$ cat src/rtl/fifo_pkg.sv
// Shared constants and drain FSM encoding for the FIFO-to-byte-stream drain.
package fifo_pkg;

    localparam int unsigned FIFO_DATA_W = 32;
    localparam int unsigned FIFO_DEPTH  = 8;
    localparam int unsigned BYTE_W      = 8;
    localparam int unsigned IDX_W       = 2;

    typedef logic [IDX_W-1:0] byte_idx_t;

    // Legacy-compatible encoding: plain 2-bit vector with named constants.
    typedef logic [1:0] drain_state_t;

    localparam drain_state_t ST_IDLE = 2'd0;
    localparam drain_state_t ST_READ = 2'd1;
    localparam drain_state_t ST_LOAD = 2'd2;
    localparam drain_state_t ST_SEND = 2'd3;

    function automatic logic even_parity(input logic [BYTE_W-1:0] b);
        return ^b;
    endfunction

endpackage

$ cat src/rtl/fifo_drain_bytesel.sv
// Combinational byte-lane selector: picks one byte of a 32-bit word by index and byte order.
module fifo_drain_bytesel
    import fifo_pkg::*;
#(
    parameter bit MSB_FIRST = 1'b1
) (
    input  logic [FIFO_DATA_W-1:0] word,
    input  byte_idx_t              idx,
    output logic [BYTE_W-1:0]      sel
);

    byte_idx_t lane;

    // Index 0 maps to the most significant lane when sending MSB first.
    always_comb begin
        lane = MSB_FIRST ? byte_idx_t'(2'd3 - idx) : idx;
    end

    always_comb begin
        sel = '0;
        unique case (lane)
            2'd0: sel = word[7:0];
            2'd1: sel = word[15:8];
            2'd2: sel = word[23:16];
            2'd3: sel = word[31:24];
            default: sel = '0;
        endcase
    end

endmodule

$ cat src/rtl/fifo_drain.sv
// fifo_drain: pops 32-bit words from an upstream FIFO and serialises them as a byte stream.
// Define FIFO_DRAIN_PARITY_EN to add the byte_par even-parity output.
module fifo_drain
    import fifo_pkg::*;
#(
    parameter bit MSB_FIRST = 1'b1
) (
    input  logic                   Clk,
    input  logic                   Rst,
    input  logic                   EN,
    input  logic                   fifo_empty,
    input  logic [FIFO_DATA_W-1:0] fifo_data,
    output logic                   fifo_rd,
    output logic [BYTE_W-1:0]      byte_out,
    output logic                   byte_valid,
    input  logic                   byte_ready,
    output logic                   busy,
    output logic [15:0]            words_sent
`ifdef FIFO_DRAIN_PARITY_EN
    ,
    output logic                   byte_par
`endif
);

    drain_state_t           state_q, state_d;
    logic [FIFO_DATA_W-1:0] word_q, word_d;
    byte_idx_t              idx_q, idx_d;
    logic [15:0]            cnt_q, cnt_d;
    logic [BYTE_W-1:0]      sel_byte;
    logic                   more_words;

    assign more_words = EN && !fifo_empty;

    always_comb begin
        state_d = state_q;
        word_d  = word_q;
        idx_d   = idx_q;
        cnt_d   = cnt_q;
        case (state_q)
            ST_IDLE: begin
                if (more_words) begin
                    state_d = ST_READ;
                end
            end
            ST_READ: begin
                state_d = ST_LOAD;
            end
            ST_LOAD: begin
                // fifo_data is valid one cycle after the pop strobe.
                word_d  = fifo_data;
                idx_d   = '0;
                state_d = ST_SEND;
            end
            ST_SEND: begin
                if (byte_ready) begin
                    if (idx_q == byte_idx_t'(2'd3)) begin
                        cnt_d   = cnt_q + 16'd1;
                        state_d = more_words ? ST_READ : ST_IDLE;
                    end else begin
                        idx_d = idx_q + byte_idx_t'(2'd1);
                    end
                end
            end
            default: begin
                state_d = ST_IDLE;
            end
        endcase
    end

    always_ff @(posedge Clk) begin
        if (!Rst) begin
            state_q <= ST_IDLE;
            word_q  <= '0;
            idx_q   <= '0;
            cnt_q   <= '0;
        end else begin
            state_q <= state_d;
            word_q  <= word_d;
            idx_q   <= idx_d;
            cnt_q   <= cnt_d;
        end
    end

    fifo_drain_bytesel #(
        .MSB_FIRST (MSB_FIRST)
    ) u_bytesel (
        .word (word_q),
        .idx  (idx_q),
        .sel  (sel_byte)
    );

    always_comb begin
        fifo_rd    = (state_q == ST_READ);
        byte_valid = (state_q == ST_SEND);
        busy       = (state_q != ST_IDLE);
        byte_out   = byte_valid ? sel_byte : '0;
        words_sent = cnt_q;
    end

`ifdef FIFO_DRAIN_PARITY_EN
    // byte_out is forced to zero outside SEND, so parity is zero there too.
    always_comb begin
        byte_par = even_parity(byte_out);
    end
`endif

endmodule
$ cat config.mk
export PLATFORM = sky130hd
export DESIGN_NAME = fifo_drain
export DESIGN_NICKNAME = d
export VERILOG_FILES = /design/src/rtl/fifo_pkg.sv /design/src/rtl/fifo_drain_bytesel.sv /design/src/rtl/fifo_drain.sv
export SDC_FILE = /design/constraint.sdc
export NUM_CORES = 1
export LEC_CHECK = 0
export ABC_AREA = 1
export CORE_MARGIN = 2
export CORE_UTILIZATION = 40
export CTS_CLUSTER_DIAMETER = 150
export DETAILED_ROUTE_END_ITERATION = 7
export PLACE_DENSITY_LB_ADDON = 0.25
export REMOVE_ABC_BUFFERS = 1
export SYNTH_ARGS = -nofsm -noshare
export SYNTH_HDL_FRONTEND = slang
export SYNTH_HIERARCHICAL = 1
export SYNTH_SLANG_ARGS = --single-unit
$ cat constraint.sdc
create_clock -name Clk -period 3.8 [get_ports Clk]
set_input_delay 0.76 -clock Clk [delete_from_list [all_inputs] [get_ports Clk]]
set_output_delay 0.76 -clock Clk [all_outputs]
set_load 0.02 [all_outputs]
; ---- Word level (Yosys, flattened, before mapping)
; Index checks and enable logic that the tools add are counted.
[classes]
n_eq_ne = 11
n_reduce_logical = 9
n_mux = 10
n_addsub = 3
[ops]
columns = op, count
row1 = $pmux W8 S4, 1
row2 = $add A16 B1 Y16 const B, 1
row3 = $eq A2 B2 Y1 const B, 5
row4 = $mux W2, 5
row5 = $reduce_and A3 Y1, 3
row6 = $mux W8, 1
row7 = $pmux W2 S4, 1
row8 = $eq A2 B1 Y1 const B, 2
row9 = $logic_not A2 Y1, 2
row10 = $ne A2 B1 Y1 const B, 2
row11 = $ne A2 B2 Y1 const B, 2
row12 = $pmux W2 S2, 1
row13 = $reduce_bool A2 Y1, 2
row14 = $add A2 B1 Y2 const B, 1
row15 = $sub A2 B2 Y2 const A, 1
row16 = $logic_and A1 B1 Y1, 1
row17 = $logic_not A1 Y1, 1
row18 = $mux W1, 1
[word_totals]
word_cells = 37
reg_bits = 52
inputBits = 37
out_inout_bits = 27

; ---- Logic depth before layout (Yosys ltp)
[logic_depth]
depth_word = 6
mapped_depth = 8
depth_no_buf = 8

; ---- By module
; Netlist, hierarchy kept.
[by_module_without_submodules]
columns = module, seq_area_each_um2, n_inst, area_per_inst_um2, cells_per_inst
row1 = fifo_drain, 1041.0, 1, 2303.5, 331
row2 = fifo_drain_bytesel, 0.0, 1, 264.0, 47

; ---- Least setup slack after synthesis
; Ideal clock, no wire load.
[synth_timing]
path_type = reg-to-output
start = register state_q[0]
end = output byte_out[0]
n_path_buf = 1
required_time_ps = 3040
t_arrival_ps = 952
setup_slack_ps = 2088
path_stages_with_launch = 5
path_cell_list = dfxtp_1 > ha_1 > buf_2 > nand2_1 > inv_1
[synth_between]
elab_chain_len = 2
[synth_lines]
columns = item, line_no
row1 = "start, declared", fifo_drain.sv:25  ; drain_state_t state_q, state_d;
row2 = "start signal, assigned", fifo_drain.sv:77  ; state_q <= state_d;
row3 = $eq A2 B2 Y1, fifo_drain.sv:94  ; byte_valid = (state_q == ST_SEND);
row4 = $mux W8, fifo_drain.sv:96  ; byte_out = byte_valid ? sel_byte : '0;
row5 = "end, declared", fifo_drain.sv:14  ; output logic [BYTE_W-1:0] byte_out,
; Every way passes these cells.

; ---- Worst setup path in the final report
[layout_timing]
start = register idx_q[0]
end = output byte_out[4]
[layout_between]
elab_chain_len = 4
word_cells_on_any_way = 7
cone_classes = 1 x add/sub / 3 x eq/ne / 2 x mux / 1 x reduce/logical
[layout_lines]
columns = item, line_no
row1 = "start, declared", fifo_drain.sv:27  ; byte_idx_t idx_q, idx_d;
row2 = "start signal, assigned", fifo_drain.sv:79  ; idx_q <= idx_d;
row3 = $sub A2 B2 Y2 (*), fifo_drain_bytesel.sv:16  ; lane = MSB_FIRST ? byte_idx_t'(2'd3 - idx) : idx;
row4 = $eq A2 B2 Y1 (tied with other cells), fifo_drain_bytesel.sv:21  ; unique case (lane)
row5 = $pmux W8 S4 (*), fifo_drain_bytesel.sv:21
row6 = named net sel_byte[4], fifo_drain.sv:29  ; logic [BYTE_W-1:0] sel_byte;
row7 = $mux W8 (*), fifo_drain.sv:96
; Mark *: on every way through the listed nets, which the timed path passes. The rest lies on a longest branch.

==> impl_metrics.tcl <==
set metrics [dict create \
    rsz0062_at_grt "false" \
    io_pins 64 \
    timing_max_transition_violations_final 0 \
    cts_made_buffers 5 \
    min-delay-path-class "register to register" \
    netlist_instances 378 \
    numClockSinks 52 \
    diodes 0 \
    cts_repair_resize_count 0 \
    mappedNetlistArea_um2 2570 \
    timing.critical_path.buf_inv 3 \
    finalCritPeriodShare_pct 77.9 \
    static-leakage-power_nw 1.36 \
    r2r_end "word_q[10]" \
    preCtsSetupSlack_ps 1190 \
    rrSetupSlack_ps 1320 \
    final.setup_skew_ps 1.92 \
    fin_setup_tns_ps 0 \
    maximum_number_of_pins_on_one_net_before_global_route_repair 35 \
    drive_above_1_share_pct 4.62 \
    drt_iter0_markers 96 \
    cts_root_buf "sky130_fd_sc_hd__clkbuf_8" \
    max-slew-margin-rel_pct 35.5 \
    groute.usage.overall_pct 16.9 \
    hpwlAfterDp_um 4230 \
    weighted_congestion_reported_at_the_end_of_routability_driven_placement 0.792 \
    worst-slew-pin-transition_ps 968 \
    cts.repair_timing.setup_buffer_count 0 \
    n_fill_cell 635 \
    yosysSeqAreaShare_pct 40.5 \
    ff2ff_path_depth 5 \
    synth_top_family_by_area "simple AND/OR/NAND/NOR gates" \
    cpPeakStageDelay_ps 820 \
    irDropWorstVdd_v 0.000220 \
    cp_max_fo 20 \
    timing.critical_path.cells "inv_2, nand3_1, nand4_1, nand2_1, inv_1, clkdlybuf4s50_1" \
    total_area_of_sequential_cells_um2 1040 \
    endpoint_class_of_the_critical_path "output port" \
    insertion_delay_ps 300 \
    final_standard_cell_utilization_of_the_core_pct 52.7 \
    post_drt_wl_per_cell_um 11.5 \
    synthDominantCellAreaShare_pct 40.5 \
    portBuffers 63 \
    drcViolationCount 0 \
    adder_and_majority_cell_fraction_of_the_synthesized_area_pct 3.90 \
    start_util_pct 40.9 \
    post_route_minimum_period_ps 2960 \
    first_pass_iters 4 \
    setup_viol_count_final 0 \
    post_synth_num_cell_types 22 \
    critical-path-slowest-cell "sky130_fd_sc_hd__dfxtp_1" \
    clockBufferDepth 2 \
    drt.antenna.violating_nets 0 \
    cp_top_delay_family "flip-flops" \
    number_of_synthesized_flops_with_an_enable_pin 0 \
    die_width_um 84.1 \
    crit_arrival_ps 2200 \
    start_kind "register" \
    cts.hold.buffers_added 0 \
    synth_top_area_cells "sky130_fd_sc_hd__dfxtp_1 (41%), sky130_fd_sc_hd__nor2_1 (14%), sky130_fd_sc_hd__nand2_1 (8.6%), sky130_fd_sc_hd__o21ai_0 (7.0%), sky130_fd_sc_hd__nand3_1 (6.0%)" \
    worst_setup_path_end "byte_out[4]" \
    wirelength_um 5880 \
    grt_overflow_total 0 \
    synthXorXnorAreaFrac_pct 0 \
    core.rowCount 29 \
    share_of_the_synthesized_area_in_compound_gates_ao_oa_aoi_oai_pct 11.0 \
    maxClockFrequency_ghz 0.338 \
    async_s_r_ff_share_synth_pct 0 \
    worst_ep_required_time_ps 3040 \
    synth.avg_cell_area_um2 6.79 \
    grt_pass1_vias 2273 \
    hold_viol 0 \
    synth_largest_area_cell "sky130_fd_sc_hd__dfxtp_1" \
    flow.area_growth_from_synthesis_pct 28.8 \
    cts.reportedPaths.clkPinSlew_ps 90 \
    synthMuxAreaShare_pct 0 \
    run_status "completed" \
    ys_warn_count 6 \
    max-cap-violations 0 \
    timing_worst_setup_path_type "register to output port" \
    crit_cells 6 \
    worst_slack_ps 839 \
    worst_setup_path_startpoint "idx_q[0]" \
    die_height_um 84.1 \
    cts_tree "done" \
    viasPerCell 4.85 \
    postSynth.topFlopCell "sky130_fd_sc_hd__dfxtp_1" \
    reg2reg_from "state_q[0]" \
    nets_final 478 \
    number_of_antenna_violations_at_the_first_check_in_global_routing 0 \
    cts_max_level 2 \
    synth_simple_gate_area_share_pct 35.4 \
    core_area_um2 6280 \
    power_density_nw_per_um2 498 \
    grt_pass1_wl_um 9980 \
    synthesized_flop_and_latch_total 52 \
    via_count 2472 \
    die_footprint_um2 7080 \
    multi_input_comb_area_um2 1290 \
]
[final cells by class]
class / count / area share (%)
Timing Repair Buffer: 64 / 19.3
Tap cell: 77 / 2.91
Inverter: 38 / 4.31
Sequential cell: 52 / 31.5
Clock buffer: 7 / 2.91
Multi-Input combinational cell: 272 / 39.1
[how the worst min path moves through the flow]
stage,end,startpoint,slack [ps],depth (start not counted)
after detailed placement,word_q[10],word_q[10],490,2
after CTS,word_q[10],word_q[10],510,2
after global placement,words_sent[11],words_sent[11],470,2
final,word_q[10],word_q[10],510,2
after floorplan,word_q[24],word_q[24],460,2
after global routing,words_sent[15],words_sent[15],540,2
[power by group]
| part | total, mW | switching, mW | leakage (nW) | internal (mW) |
|---|---|---|---|---|
| registers | 0.830 | 0.139 | 0.424 | 0.691 |
| clock network | 0.337 | 0.174 | 0.0503 | 0.163 |
| logic | 0.478 | 0.288 | 0.884 | 0.190 |
[cells in the mapped netlist, types with 2 or more instances]
cell and number:
sky130_fd_sc_hd__a21oi_1 13, sky130_fd_sc_hd__buf_2 2, sky130_fd_sc_hd__buf_6 4, sky130_fd_sc_hd__clkbuf_1 10, sky130_fd_sc_hd__dfxtp_1 52, sky130_fd_sc_hd__ha_1 8
sky130_fd_sc_hd__inv_1 34, sky130_fd_sc_hd__inv_2 4, sky130_fd_sc_hd__nand2_1 59, sky130_fd_sc_hd__nand3_1 31, sky130_fd_sc_hd__nand3_2 2, sky130_fd_sc_hd__nand4_1 14
sky130_fd_sc_hd__nor2_1 95, sky130_fd_sc_hd__nor2_4 4, sky130_fd_sc_hd__nor3_1 2, sky130_fd_sc_hd__o21ai_0 36, sky130_fd_sc_hd__o21ai_1 3
[layout by cell type, fill, tap and decap left out]
| cell type | count |
|---|---|
| sky130_fd_sc_hd__nor2_1 | 95 |
| sky130_fd_sc_hd__clkdlybuf4s50_1 | 63 |
| sky130_fd_sc_hd__nand2_1 | 59 |
| sky130_fd_sc_hd__dfxtp_1 | 52 |
| sky130_fd_sc_hd__o21ai_0 | 36 |
| sky130_fd_sc_hd__inv_1 | 34 |
| sky130_fd_sc_hd__nand3_1 | 31 |
| sky130_fd_sc_hd__nand4_1 | 14 |
| sky130_fd_sc_hd__a21oi_1 | 13 |
| sky130_fd_sc_hd__ha_1 | 8 |
| sky130_fd_sc_hd__clkbuf_8 | 7 |
| sky130_fd_sc_hd__nor2_4 | 4 |
| sky130_fd_sc_hd__inv_2 | 4 |
| sky130_fd_sc_hd__o21ai_1 | 3 |
| sky130_fd_sc_hd__nand3_2 | 2 |
| sky130_fd_sc_hd__nor3_1 | 2 |
| sky130_fd_sc_hd__nand2_2 | 1 |
| sky130_fd_sc_hd__nor2_2 | 1 |
| sky130_fd_sc_hd__o21bai_1 | 1 |
| sky130_fd_sc_hd__o21a_1 | 1 |
| sky130_fd_sc_hd__o211ai_1 | 1 |
| sky130_fd_sc_hd__buf_4 | 1 |
[metrics by stage]
step	cell area [um2]	std cells	hold WS (ps)	power (mW)
after floorplan	2470	362	463	1.13
after global placement	3210	503	474	1.31
after detailed placement	3210	503	489	1.32
after CTS	3310	510	514	1.66
after global routing	3310	510	544	1.78
final	3310	510	509	1.64
[cells by family after synthesis]
group	after synthesis
AO/OA/AOI/OAI	55
flip-flops	52
buffers and inverters	54
AND/OR/NAND/NOR	209
adder cells (fa/ha/maj)	8
[sequential cells by signal, indices dropped and copies added, names as in the netlist]
register and count:
state_q 2, word_q 32, words_sent 16, idx_q 2
[worst reg2reg max path, stage by stage, from the launching register on]
cell and delay [ps]:
sky130_fd_sc_hd__dfxtp_1 370, sky130_fd_sc_hd__inv_1 120, sky130_fd_sc_hd__ha_1 800, sky130_fd_sc_hd__inv_1 700, sky130_fd_sc_hd__nor2_1 310, sky130_fd_sc_hd__nor2_1 70
[per-layer routing]
metal / up-vias / part of all wire [%] / GRT usage (%)
li1: 1320 / - / -
met3: 5 / 4.2 / 3.36
met2: 54 / 48 / 29.7
met5: - / 0 / 0
met1: 1093 / 47 / 21.4
met4: 0 / 0.59 / 3.37
(Power assumes the default switching activity.)
